## src/rtl/data_array_port_ctrl.sv

```systemverilog
// ---------------------------------------------------------------------------
// data_array_port_ctrl
//
// Requester-side controller for a single-port, byte-masked data-array SRAM
// macro with a 1-cycle read latency. After reset it can zero-fill the whole
// array. It then accepts read/write requests and returns read data through a
// 2-entry response queue. The queue passes data straight through when it is
// empty.
//
// Handshake: a transfer happens on a rising clock edge where valid and ready
// are both high. The producer holds its payload stable while valid is high
// and ready is low. req_ready is derived only from registered state, so it
// never depends on req_valid or req_write. resp_rdata is meaningful only
// while resp_valid is high.
//
// Ports:
//   clock, reset_n          single clock (also clocks the macro), sync active-low reset
//   req_valid/req_ready     request handshake
//   req_write               1 = write, 0 = read
//   req_addr                word address
//   req_wdata/req_mask      write data and per-byte write enable (mask unused for reads)
//   resp_valid/resp_ready   read-response handshake
//   resp_rdata              read data, returned in request order
//   init_done               high once the zero-fill is finished (or at once when not filling)
//   ram_en/ram_wmode        macro enable and write-mode select
//   ram_addr/ram_wdata      macro address and write data
//   ram_wmask               macro byte mask
//   ram_rdata               macro read data, valid the cycle after a read enable
// ---------------------------------------------------------------------------
module data_array_port_ctrl #(
    parameter int ADDR_BITS     = 12,
    parameter int DATA_BYTES    = 4,
    parameter int INIT_ON_RESET = 1
) (
    input  logic                    clock,
    input  logic                    reset_n,
    input  logic                    req_valid,
    output logic                    req_ready,
    input  logic                    req_write,
    input  logic [ADDR_BITS-1:0]    req_addr,
    input  logic [8*DATA_BYTES-1:0] req_wdata,
    input  logic [DATA_BYTES-1:0]   req_mask,
    output logic                    resp_valid,
    input  logic                    resp_ready,
    output logic [8*DATA_BYTES-1:0] resp_rdata,
    output logic                    init_done,
    output logic                    ram_en,
    output logic                    ram_wmode,
    output logic [ADDR_BITS-1:0]    ram_addr,
    output logic [8*DATA_BYTES-1:0] ram_wdata,
    output logic [DATA_BYTES-1:0]   ram_wmask,
    input  logic [8*DATA_BYTES-1:0] ram_rdata
);

    localparam int DW = 8 * DATA_BYTES;

    typedef enum logic {
        ST_INIT = 1'b0,
        ST_RUN  = 1'b1
    } state_t;

    state_t                 state;
    logic [ADDR_BITS-1:0]   init_cnt;
    logic                   inflight;   // a read was issued last cycle
    logic [1:0]             occ;        // response-queue occupancy, 0..2
    logic                   head;       // index of the oldest queued entry
    logic [DW-1:0]          q_mem [2];

    logic [1:0]             credit_used;
    logic                   fire;
    logic                   rd_fire;
    logic                   q_pop;
    logic                   q_push;
    logic                   tail;

    // Every read that is queued or in flight holds one of the two queue
    // slots. This guarantees that the queue can never overflow.
    assign credit_used = occ + {1'b0, inflight};
    assign req_ready   = reset_n && (state == ST_RUN) && (credit_used < 2'd2);
    assign init_done   = reset_n && (state == ST_RUN);

    assign fire    = req_valid && req_ready;
    assign rd_fire = fire && !req_write;

    // Flow-through: with an empty queue, returning read data goes straight
    // to the output. It is stored only if the consumer does not take it.
    assign resp_valid = (occ != 2'd0) || inflight;
    assign resp_rdata = (occ != 2'd0) ? q_mem[head] : ram_rdata;

    assign q_pop  = resp_ready && (occ != 2'd0);
    assign q_push = inflight && !((occ == 2'd0) && resp_ready);
    // With occ 0 the tail is the head slot. With occ 1 it is the other slot.
    assign tail   = head ^ occ[0];

    // Macro port drive. The port is forced idle while reset is held.
    always_comb begin
        ram_en    = 1'b0;
        ram_wmode = 1'b0;
        ram_addr  = '0;
        ram_wdata = '0;
        ram_wmask = '0;
        if (reset_n) begin
            if (state == ST_INIT) begin
                ram_en    = 1'b1;
                ram_wmode = 1'b1;
                ram_addr  = init_cnt;
                ram_wdata = '0;
                ram_wmask = '1;
            end else if (fire) begin
                ram_en    = 1'b1;
                ram_wmode = req_write;
                ram_addr  = req_addr;
                ram_wdata = req_wdata;
                ram_wmask = req_write ? req_mask : '0;
            end
        end
    end

    // Control state: FSM, init counter, read tracking, queue pointers.
    always_ff @(posedge clock) begin
        if (!reset_n) begin
            state    <= (INIT_ON_RESET != 0) ? ST_INIT : ST_RUN;
            init_cnt <= '0;
            inflight <= 1'b0;
            occ      <= 2'd0;
            head     <= 1'b0;
        end else begin
            inflight <= rd_fire;
            case (state)
                ST_INIT: begin
                    init_cnt <= init_cnt + 1'b1;
                    if (init_cnt == '1) begin
                        state <= ST_RUN;
                    end
                end
                ST_RUN: begin
                    state <= ST_RUN;
                end
                default: begin
                    state <= ST_RUN;
                end
            endcase
            if (q_pop) begin
                head <= ~head;
            end
            occ <= occ + {1'b0, q_push} - {1'b0, q_pop};
        end
    end

    // Queue storage. It needs no reset because occ qualifies every entry.
    always_ff @(posedge clock) begin
        if (reset_n && q_push) begin
            q_mem[tail] <= ram_rdata;
        end
    end

endmodule

```

## config.mk

```make
export PLATFORM = sky130hd
export DESIGN_NAME = data_array_port_ctrl
export DESIGN_NICKNAME = d
export VERILOG_FILES = /design/src/rtl/data_array_port_ctrl.sv
export SDC_FILE = /design/constraint.sdc
export NUM_CORES = 1
export LEC_CHECK = 0
export CAP_MARGIN = 20
export CORE_AREA = 4 4 102 142
export DETAILED_ROUTE_END_ITERATION = 10
export DIE_AREA = 0 0 106 146
export SLEW_MARGIN = 20
export SYNTH_ARGS = -nofsm -noshare
export SYNTH_HDL_FRONTEND = slang
export SYNTH_SLANG_ARGS = --single-unit
```

## constraint.sdc

```tcl
create_clock -name clock -period 5.6 [get_ports clock]
set_input_delay 0.84 -clock clock [delete_from_list [all_inputs] [get_ports clock]]
set_output_delay 0.84 -clock clock [all_outputs]
set_load 0.01 [all_outputs]
```

## Yosys cells after proc, flatten, opt, wreduce, memory -nomap -nowiden

Memory sizes are Yosys's and may differ from the RTL's. A register that Yosys moved wholly into a read port is not among the register bits.
Cells that the tools add are included.
Widths: inputs -> output; s select.

- Add/sub/neg operators: 4
- $lt $le $gt $ge: 1
- Equality and inequality tests: 1
- Mux-type cells: 23
- Bitwise gates (word level): 3
- Reduce and logical (&&, ||, !) cells: 13

Operators with widths:

| operator | count |
|---|---|
| $mux 32 | 4 |
| $mux 12 | 3 |
| $mux 4 | 4 |
| $add 12x1->12 const B | 1 |
| $eq 12x12->1 const B | 1 |
| $mux 1 | 11 |
| $logic_and 1x1->1 | 8 |
| $add 2x1->2 | 2 |
| $logic_not 1->1 | 2 |
| $logic_not 2->1 | 1 |
| $lt 2x2->1 const B | 1 |
| $not 1->1 | 2 |
| $pmux 1 s2 | 1 |
| $reduce_bool 2->1 | 1 |
| $sub 2x1->2 | 1 |
| $logic_or 1x1->1 | 1 |
| $xor 1x1->1 | 1 |

- Register bits: 17
- Memory bits (writable): 64
- Input port bits: 85
- Output and inout port bits: 85
- Logic and storage cells: 51
- Memories kept: 1

Memories:

| memory | depth | bits a word | rd ports | clocked after Yosys merged registers in | write ports | RTL line | source |
|---|---|---|---|---|---|---|---|
| q_mem | 2 | 32 | 1 | 1 | 1 | 67 | `logic [DW-1:0] q_mem [2];` |

## Depth between registers and ports, before layout

Gate-level depths: netlist of run 1.

- Depth after elaboration: 7
- Depth in mapped cells: 10
- Gate-level depth less buffers: 8

## Worst setup path after synthesis of run 1

Ideal clock, no wire load.

- Kind: input to register
- Start: input port reset_n
- End: memory q_mem[0][0] in the netlist's numbering, enable pin
- Library setup time: 0.432 ns
- Arrival: 2.790 ns
- Data required time: 5.168 ns
- Path slack: 2.378 ns
- Stages: 3
- Buffers on the path: 1
- Path through: clkbuf_1 nand2_1 a21oi_1

- Cells in the longest elaborated chain, start to end: 3

RTL lines:

| what | RTL line | source |
|---|---|---|
| from (decl) | 36 | `input logic reset_n,` |
| $logic_and 1x1->1 | 152 | `if (reset_n && q_push) begin` |
| $mux 1 | 152 |  |
| $mux 1 (not written as such) | 153 | `q_mem[tail] <= ram_rdata;` |
| to (decl) | 67 |  |

No other way between the ends.

## Final worst setup path of run 1

- Start: input port reset_n
- End: output port ram_addr[0]

- Cells in the longest elaborated chain, start to end: 6

RTL lines:

| what | RTL line | source |
|---|---|---|
| $logic_and 1x1->1 (2 in a row) | 79 | `assign req_ready = reset_n && (state == ST_RUN) && (credit_used < 2'd2);` |
| $logic_and 1x1->1 | 82 | `assign fire = req_valid && req_ready;` |
| $mux 12 | 109 | `end else if (fire) begin` |
| $mux 12 | 103 | `if (state == ST_INIT) begin` |
| $mux 12 (*) | 102 | `if (reset_n) begin` |
| to (decl) | 49 | `output logic [ADDR_BITS-1:0] ram_addr,` |

Mark *: on every way between the ends. The rest lies on a longest branch, timed or not.

==> flow_summary.json, run 1 <==
{
  "rr_worst_depth": 8,
  "synth_edf_count": 64,
  "grt_pass1_vias": 3384,
  "path_class": "input port to output port",
  "cp-startpoint": "reset_n",
  "row_count": 50,
  "die_y_um": 146,
  "yosys_register_bits": 82,
  "holdWs_ns": 0.499,
  "grt_max_degree": 66,
  "syn2layout_area_growth_pct": 56.3,
  "initialDrtViolationCount": 103,
  "slew_headroom": 0.304,
  "ant_nets": 0,
  "clock_latency_ns": 0.33,
  "cp.required_ns": 4.76,
  "ctsHtreeMaxLevel": 3,
  "viasPerCell": 4.57,
  "vdd_drop_max_v": 0.000129,
  "dieArea_um2": 15500,
  "antenna_found_initial": 0,
  "io_buffer_count": 169,
  "grt_first_pass_wirelength_mm": 16.8,
  "hold_class": "register to register",
  "arrival_ns": 3.11,
  "finalCritPeriodShare": 0.706,
  "synthDistinctLibCells": 40,
  "cp_common_cell": "clkdlybuf4s50_1",
  "cts_setup_buffers": 0,
  "final_cell_mix": "clkdlybuf4s50_1, edfxtp_1, a21oi_1, nor2_1, and2_1",
  "coreArea_um2": 13300,
  "power.density_nw_per_um2": 231,
  "fin_crit_ns": 3.95,
  "r2r_slack_ns": 3.31,
  "status": "finished, final reports clean",
  "drive_gt1_frac": 0.0472,
  "path_cells": "clkdlybuf4s50_1, clkinv_1, nor2_1, a22o_1, clkdlybuf4s50_1",
  "final_common_cell": "clkdlybuf4s50_1",
  "cts_resized": 0,
  "startpoint_type": "input port",
  "post-place-ws_ns": 1.59,
  "grt_util_all_layers": 0.135,
  "cts_inserted_buffers": 9,
  "synthCells": 341,
  "yosysWarnings": 0,
  "place.detailed.hpwl_mm": 7.73,
  "dp.cells": 674,
  "cts_root_buffer": "clkbuf_16",
  "overflow": 0,
  "gp_congestion": 0.718,
  "final_max_slew_viol_count": 0,
  "netlist_area_um2": 3900,
  "cts.clk_slew.worst_paths_ns": 0.06,
  "maxCapViolCount": 0,
  "hold_start": "init_cnt[11]",
  "cp_num_cells": 5,
  "cts_tree": "done",
  "drc": 0,
  "wl_per_cell_um": 15.0,
  "clk_path_buf_depth": 2,
  "hold_buffers": 0,
  "clkSinkCount": 82,
  "cp_top_family": "buffers and inverters",
  "firstDrtPassIters": 4,
  "dr_total_vias": 3155,
  "wl_mm": 10.4,
  "syn_nets": 429,
  "synth-async-reset-ratio": 0,
  "fin_ws_ns": 1.65,
  "fmax_ghz": 0.253,
  "skew_ns": 0.00764,
  "layout.nets": 591,
  "crit_path_end_kind": "output port",
  "worst_pin_slew_ns": 1.04,
  "fill_cells": 1258,
  "rsz0062_at_grt": "false",
  "initial_core_util": 0.294,
  "finalSetupViolCount": 0,
  "crit_slowest_cell": "clkdlybuf4s50_1",
  "r2r_start": "occ[0]",
  "finalNonFillerCells": 691,
  "cp-endpoint": "ram_addr[0]",
  "cp_num_buf_inv": 3,
  "fin_setup_tns_ns": 0,
  "yosysSeqAreaShare": 0.585,
  "rr_endpoint": "occ[1]",
  "synth-main-ff-cell": "edfxtp_1",
  "power_leakage_nw": 2.03,
  "die_w_um": 106,
  "path_max_fanout": 13,
  "hold_viol": 0,
  "multiInputGateArea_um2": 1490,
  "critPathMaxStageDelay_ns": 0.74,
  "ios": 170,
  "regArea_um2": 2280,
  "postSynthAreaPerCell_um2": 11.4
}
==> how the worst min path moves through the flow <==
stage	to	slack (ns)	depth (start not counted)
2_1_floorplan	init_cnt[11]	0.46	2
3_3_place_gp	init_cnt[11]	0.49	2
3_5_place_dp	init_cnt[11]	0.50	2
4_1_cts	init_cnt[11]	0.50	2
5_1_grt	init_cnt[11]	0.54	2
6_report	init_cnt[11]	0.50	2
==> worst register-to-register path, delay by kind of cell, from the launching register on <==
| kind | cells | cell delay (ns) |
|---|---|---|
| AOI/OAI and AO/OA | 1 | 0.18 |
| xor gates and xnor gates | 1 | 0.15 |
| adders and majority gates | 2 | 0.48 |
| buffers and inverters | 1 | 0.04 |
| DFF | 1 | 0.48 |
| and+or+nand+nor | 3 | 0.87 |
==> kinds of logic after synthesis <==
| family | count (synthesis) | share of synthesized area |
|---|---|---|
| AND/OR/NAND/NOR | 115 | 0.158 |
| flip-flops | 82 | 0.585 |
| AO/OA/AOI/OAI | 74 | 0.112 |
| multiplexers | 34 | 0.0872 |
| buffers and inverters | 29 | 0.0401 |
| XOR/XNOR | 4 | 0.00898 |
| adder cells (fa/ha/maj) | 3 | 0.00962 |
==> flip-flops by register name, summed over array words and instances (netlist names), named ones only <==
register  count
q_mem        64
init_cnt     12
state         1
occ           2
inflight      1
head          1
==> final cells by class <==
cell class | count | share of cell area
flip-flops and latches | 82 | 0.374
repair buffers | 172 | 0.287
multi-input cells | 230 | 0.244
well taps | 182 | 0.0373
clock buffers | 9 | 0.0369
clock inverters | 7 | 0.0148
inverters | 8 | 0.00492
diodes | 1 | 0.000410
==> stage by stage <==
| step | instance area (µm²) | util | power, mW |
|---|---|---|---|
| after floorplan | 3900 | - | 0.704 |
| after global placement | 5730 | 0.432 | 0.805 |
| after detailed placement | 5780 | 0.436 | 0.806 |
| after CTS | 6100 | 0.460 | 1.43 |
| after global routing | 6100 | 0.460 | 1.47 |
| final | 6100 | 0.460 | 1.41 |
==> layer usage <==
| layer | wire length, µm | track usage |
|---|---|---|
| met5 | 0 | 0 |
| met2 | 5200 | 0.238 |
| met3 | 910 | 0.0559 |
| met1 | 4170 | 0.149 |
| met4 | 85 | 0.0337 |
==> synthesized netlist by cell type, types with 3 or more instances <==
| master | n | area [µm²] |
|---|---|---|
| or4_1 | 4 | 30.0 |
| nand2_1 | 9 | 33.8 |
| mux2i_1 | 34 | 340 |
| ha_1 | 3 | 37.5 |
| edfxtp_1 | 64 | 1920 |
| and2_1 | 35 | 219 |
| a22o_1 | 11 | 96.3 |
| a21oi_1 | 43 | 215 |
| dfxtp_1 | 18 | 360 |
| inv_1 | 7 | 26.3 |
| or3_1 | 5 | 31.3 |
| buf_2 | 7 | 35.0 |
| nand3_1 | 6 | 30.0 |
| clkbuf_1 | 5 | 18.8 |
| buf_1 | 3 | 11.3 |
| nor2_1 | 39 | 146 |
| buf_6 | 5 | 56.3 |
| o31ai_1 | 4 | 30.0 |
| o21ai_0 | 11 | 55.1 |
| nand2b_1 | 3 | 18.8 |
==> power breakdown <==
| group | switching, mW | internal (mW) | leakage, nW |
|---|---|---|---|
| registers | 0.00259 | 0.656 | 0.721 |
| logic | 0.0456 | 0.0873 | 1.15 |
| clock network | 0.230 | 0.390 | 0.155 |
| total | 0.279 | 1.13 | 2.03 |
(Power assumes the default switching activity.)
==> inputs of run 2 (changes only) <==
- clock period: 5.6 -> 3.8 ns (I/O delays scaled with it)
==> flow_summary.json, run 2 (synthesis gave the netlist of run 1 again) <==
{
  "firstDrtPassIters": 4,
  "layout.nets": 594,
  "vdd_drop_max_v": 0.000170,
  "grt_util_all_layers": 0.134,
  "ctsHtreeMaxLevel": 3,
  "dp.cells": 677,
  "final_common_cell": "clkdlybuf4s50_1",
  "die_y_um": 146,
  "startpoint_type": "input port",
  "rr_worst_depth": 8,
  "overflow": 0,
  "clock_latency_ns": 0.33,
  "ant_nets": 0,
  "finalCritPeriodShare": 0.803,
  "status": "finished, final reports clean",
  "initialDrtViolationCount": 82,
  "cts_tree": "done",
  "fin_setup_tns_ns": 0,
  "path_max_fanout": 18,
  "final_max_slew_viol_count": 0,
  "crit_path_end_kind": "output port",
  "drive_gt1_frac": 0.0548,
  "cts_root_buffer": "clkbuf_16",
  "final_cell_mix": "clkdlybuf4s50_1, edfxtp_1, a21oi_1, nor2_1, and2_1",
  "skew_ns": 0.00463,
  "cts_inserted_buffers": 9,
  "grt_pass1_vias": 3282,
  "clkSinkCount": 82,
  "clk_path_buf_depth": 2,
  "syn2layout_area_growth_pct": 54.9,
  "hold_viol": 0,
  "io_buffer_count": 169,
  "fmax_ghz": 0.328,
  "dr_total_vias": 3138,
  "cts.clk_slew.worst_paths_ns": 0.06,
  "hold_buffers": 0,
  "cts_resized": 0,
  "row_count": 50,
  "gp_congestion": 0.692,
  "wl_per_cell_um": 14.9,
  "grt_max_degree": 66,
  "rsz0062_at_grt": "false",
  "largest_reg_flops": 64,
  "top_register": "q_mem",
  "cp-endpoint": "ram_addr[1]",
  "coreArea_um2": 13300,
  "viasPerCell": 4.53,
  "fin_crit_ns": 3.05,
  "initial_core_util": 0.294,
  "worst_pin_slew_ns": 0.669,
  "path_class": "input port to output port",
  "cp-startpoint": "reset_n",
  "die_w_um": 106,
  "r2r_start": "occ[0]",
  "insertedDiodeCount": 0,
  "power_leakage_nw": 2.01,
  "arrival_ns": 2.48,
  "drc": 0,
  "cts_setup_buffers": 0,
  "ios": 170,
  "rr_endpoint": "occ[1]",
  "slew_headroom": 0.554,
  "largest_registers": "q_mem (64), init_cnt (12), occ (2)",
  "holdWs_ns": 0.498,
  "power.density_nw_per_um2": 326,
  "hold_class": "register to register",
  "dieArea_um2": 15500,
  "place.detailed.hpwl_mm": 7.69,
  "wl_mm": 10.3,
  "finalNonFillerCells": 693,
  "maxCapViolCount": 0,
  "antenna_found_initial": 0,
  "grt_first_pass_wirelength_mm": 16.5,
  "finalSetupViolCount": 0,
  "cp.required_ns": 3.23,
  "r2r_slack_ns": 1.53
}
[run 2: worst max-delay path, stage by stage]
cell	delay, ns
clkdlybuf4s50_1	0.47
buf_4	0.18
clkinv_1	0.07
buf_4	0.20
nor2_1	0.10
buf_4	0.19
a22o_1	0.16
clkdlybuf4s50_1	0.54
[run 2: where the power goes]
part           switching, mW  internal, mW
clock                  0.352         0.449
sequential           0.00410         0.967
combinational         0.0675         0.130
total                  0.423          1.55
[run 2: final cells by class]
| class | count | area, µm² |
|---|---|---|
| clock buffer | 10 | 229 |
| sequential | 82 | 2280 |
| multi-input combinational | 230 | 1490 |
| tap | 182 | 228 |
| clock inverter | 6 | 50.0 |
| fill | 1282 | 7220 |
| inverter | 8 | 30.0 |
| timing repair buffer | 175 | 1740 |
[run 2: layer usage]
metal / wire length (µm) / up-vias / global-route usage
met5: 0 / - / 0
met4: 110 / 0 / 0.0408
met3: 1040 / 8 / 0.0617
met2: 5250 / 140 / 0.242
met1: 3930 / 1424 / 0.137
li1: - / 1566 / -
[run 2: worst min path at each step]
stage	from	to	slack, ns	cells past startpoint
2_1_floorplan	init_cnt[11]	init_cnt[11]	0.46	2
3_3_place_gp	init_cnt[9]	init_cnt[9]	0.50	2
3_5_place_dp	init_cnt[11]	init_cnt[11]	0.49	2
6_report	init_cnt[11]	init_cnt[11]	0.50	2
4_1_cts	init_cnt[11]	init_cnt[11]	0.50	2
5_1_grt	init_cnt[11]	init_cnt[11]	0.53	2
[run 2: per-stage QoR]
step	worst slack, ns	util	cell area [µm²]	power, mW
floorplan	0.848	-	3900	1.04
global placement	0.767	0.435	5770	1.19
detailed placement	0.723	0.435	5770	1.19
CTS	0.580	0.456	6040	2.00
global route	0.636	0.456	6050	2.05
finish	0.749	0.456	6050	1.97
==> inputs of run 3 (changes only) <==
- clock period: 3.8 -> 2.71 ns (I/O delays scaled with it)
==> flow_summary.json, run 3 (synthesis gave the netlist of run 1 again) <==
{
  "cts_root_buffer": "clkbuf_16",
  "grt_pass1_vias": 3439,
  "viasPerCell": 4.60,
  "rsz0062_at_grt": "false",
  "dr_total_vias": 3215,
  "initial_core_util": 0.294,
  "power_leakage_nw": 2.08,
  "cts_inserted_buffers": 9,
  "ios": 170,
  "hold_viol": 0,
  "grt_use_met3": 0.0466,
  "place.detailed.hpwl_mm": 7.56,
  "grt_max_degree": 53,
  "antenna_found_initial": 0,
  "clk_path_buf_depth": 2,
  "hold_start": "init_cnt[11]",
  "insertedDiodeCount": 0,
  "die_y_um": 146,
  "io_buffer_count": 169,
  "final_max_slew_viol_count": 0,
  "gp_congestion": 0.723,
  "cp-startpoint": "reset_n",
  "worst_pin_slew_ns": 0.362,
  "cts_tree": "done",
  "multiInputGateArea_um2": 1490,
  "drive_gt1_frac": 0.0638,
  "row_count": 50,
  "grt_util_met1": 0.139,
  "regArea_um2": 2280,
  "grt_use_met2": 0.240,
  "cts.clk_slew.worst_paths_ns": 0.06,
  "path_cells": "clkdlybuf4s50_1, and2_1, and4_4, buf_12, and2_1, clkdlybuf4s50_1",
  "hold_buffers": 0,
  "utilization": 0.467,
  "final_cell_mix": "clkdlybuf4s50_1, edfxtp_1, a21oi_1, nor2_1, and2_1",
  "skew_ns": 0.00232,
  "slew_headroom": 0.756,
  "firstDrtPassIters": 4,
  "initialDrtViolationCount": 96,
  "overflow": 0,
  "startpoint_type": "input port",
  "clock_latency_ns": 0.33,
  "drc": 0,
  "fin_crit_ns": 2.59,
  "largest_registers": "q_mem (64), init_cnt (12), occ (2)",
  "cp.required_ns": 2.30,
  "ctsHtreeMaxLevel": 3,
  "holdWs_ns": 0.495,
  "critPathMaxStageDelay_ns": 0.55,
  "path_max_fanout": 29,
  "maxCapViolCount": 0,
  "grt_first_pass_wirelength_mm": 16.5,
  "finalSetupViolCount": 0,
  "wl_mm": 10.2,
  "cp_num_buf_inv": 3,
  "grt_util_all_layers": 0.132,
  "ant_nets": 0,
  "top_register": "q_mem",
  "finalCritPeriodShare": 0.957,
  "hold_class": "register to register",
  "cp_top_family": "buffers and inverters",
  "power.density_nw_per_um2": 471,
  "wl_per_cell_um": 14.6,
  "layout.nets": 600,
  "grt-busiest-layer": "met2",
  "crit_path_end_kind": "output port",
  "fmax_ghz": 0.385,
  "clkSinkCount": 82,
  "status": "finished, final reports clean",
  "arrival_ns": 2.19,
  "crit_slowest_cell": "clkdlybuf4s50_1",
  "r2r_slack_ns": 0.93,
  "coreArea_um2": 13300,
  "dieArea_um2": 15500,
  "fill_cells": 1248,
  "die_w_um": 106,
  "final_common_cell": "clkdlybuf4s50_1",
  "vdd_drop_max_v": 0.000266,
  "r2r_start": "occ[0]",
  "largest_reg_flops": 64,
  "path_class": "input port to output port",
  "syn2layout_area_growth_pct": 58.7
}
run 3: cell types whose count changed in the layout (fill, tap and decap cells not counted), sizes merged:
cell | previous run | this run
bufinv | 0 | 2
buf | 6 | 12
clkinvlp | 2 | 1
clkbuf | 10 | 9
inv | 9 | 8
clkinv | 3 | 4
run 3: report_power, final:
group | total [mW] | switching [mW] | internal [mW]
Combinational | 0.277 | 0.0944 | 0.183
Clock | 1.28 | 0.471 | 0.805
Sequential | 1.36 | 0.00560 | 1.36
Total | 2.92 | 0.571 | 2.34
run 3: metrics by stage:
| stage | power (mW) | area, µm² | cells | TNS (ns) | setup slack [ns] |
|---|---|---|---|---|---|
| detailed placement | 1.67 | 5870 | 682 | 0 | 0.133 |
| global route | 3.03 | 6190 | 699 | 0 | 0.0474 |
| floorplan | 1.45 | 3900 | 341 | -5.04 | -0.0788 |
| finish | 2.92 | 6190 | 699 | 0 | 0.116 |
| global placement | 1.67 | 5870 | 682 | 0 | 0.162 |
| CTS | 2.96 | 6180 | 698 | 0 | 0.0154 |
run 3: path summary, 6_finish.rpt:
kind,end,cells after the start
setup / recovery,ram_wdata[18],6
hold / removal,init_cnt[11],2
setup reg to reg,occ[1],8
hold reg to reg,init_cnt[11],2
run 3: worst reg2reg max path, stage by stage (launching register included):
cell     delay, ns
dfxtp_1       0.39
or2_4         0.31
o21ai_0       0.16
ha_1          0.25
inv_1         0.05
ha_1          0.14
xor2_1        0.18
and2_1        0.14
nor3_1        0.04
run 3: final cells by class:
type,instances,share of cell area
clock buffers,9,0.0364
clock inverters,7,0.0149
inverters,8,0.00485
multi-input cells,230,0.241
flip-flops and latches,82,0.369
well taps,182,0.0368
repair buffers,181,0.298
run 3: repair_timing:
| item | in CTS | in global routing |
|---|---|---|
| gates resized for setup | 0 | 1 |
| endpoints found under the setup margin | 0 | 25 |
| buffers inserted | 0 | 1 |
run 3: per-layer routing:
layer | vias up | routed length (µm)
met3 | 11 | 905
met4 | 0 | 160
li1 | 1578 | -
met2 | 149 | 5210
met1 | 1477 | 3950
met5 | - | 0
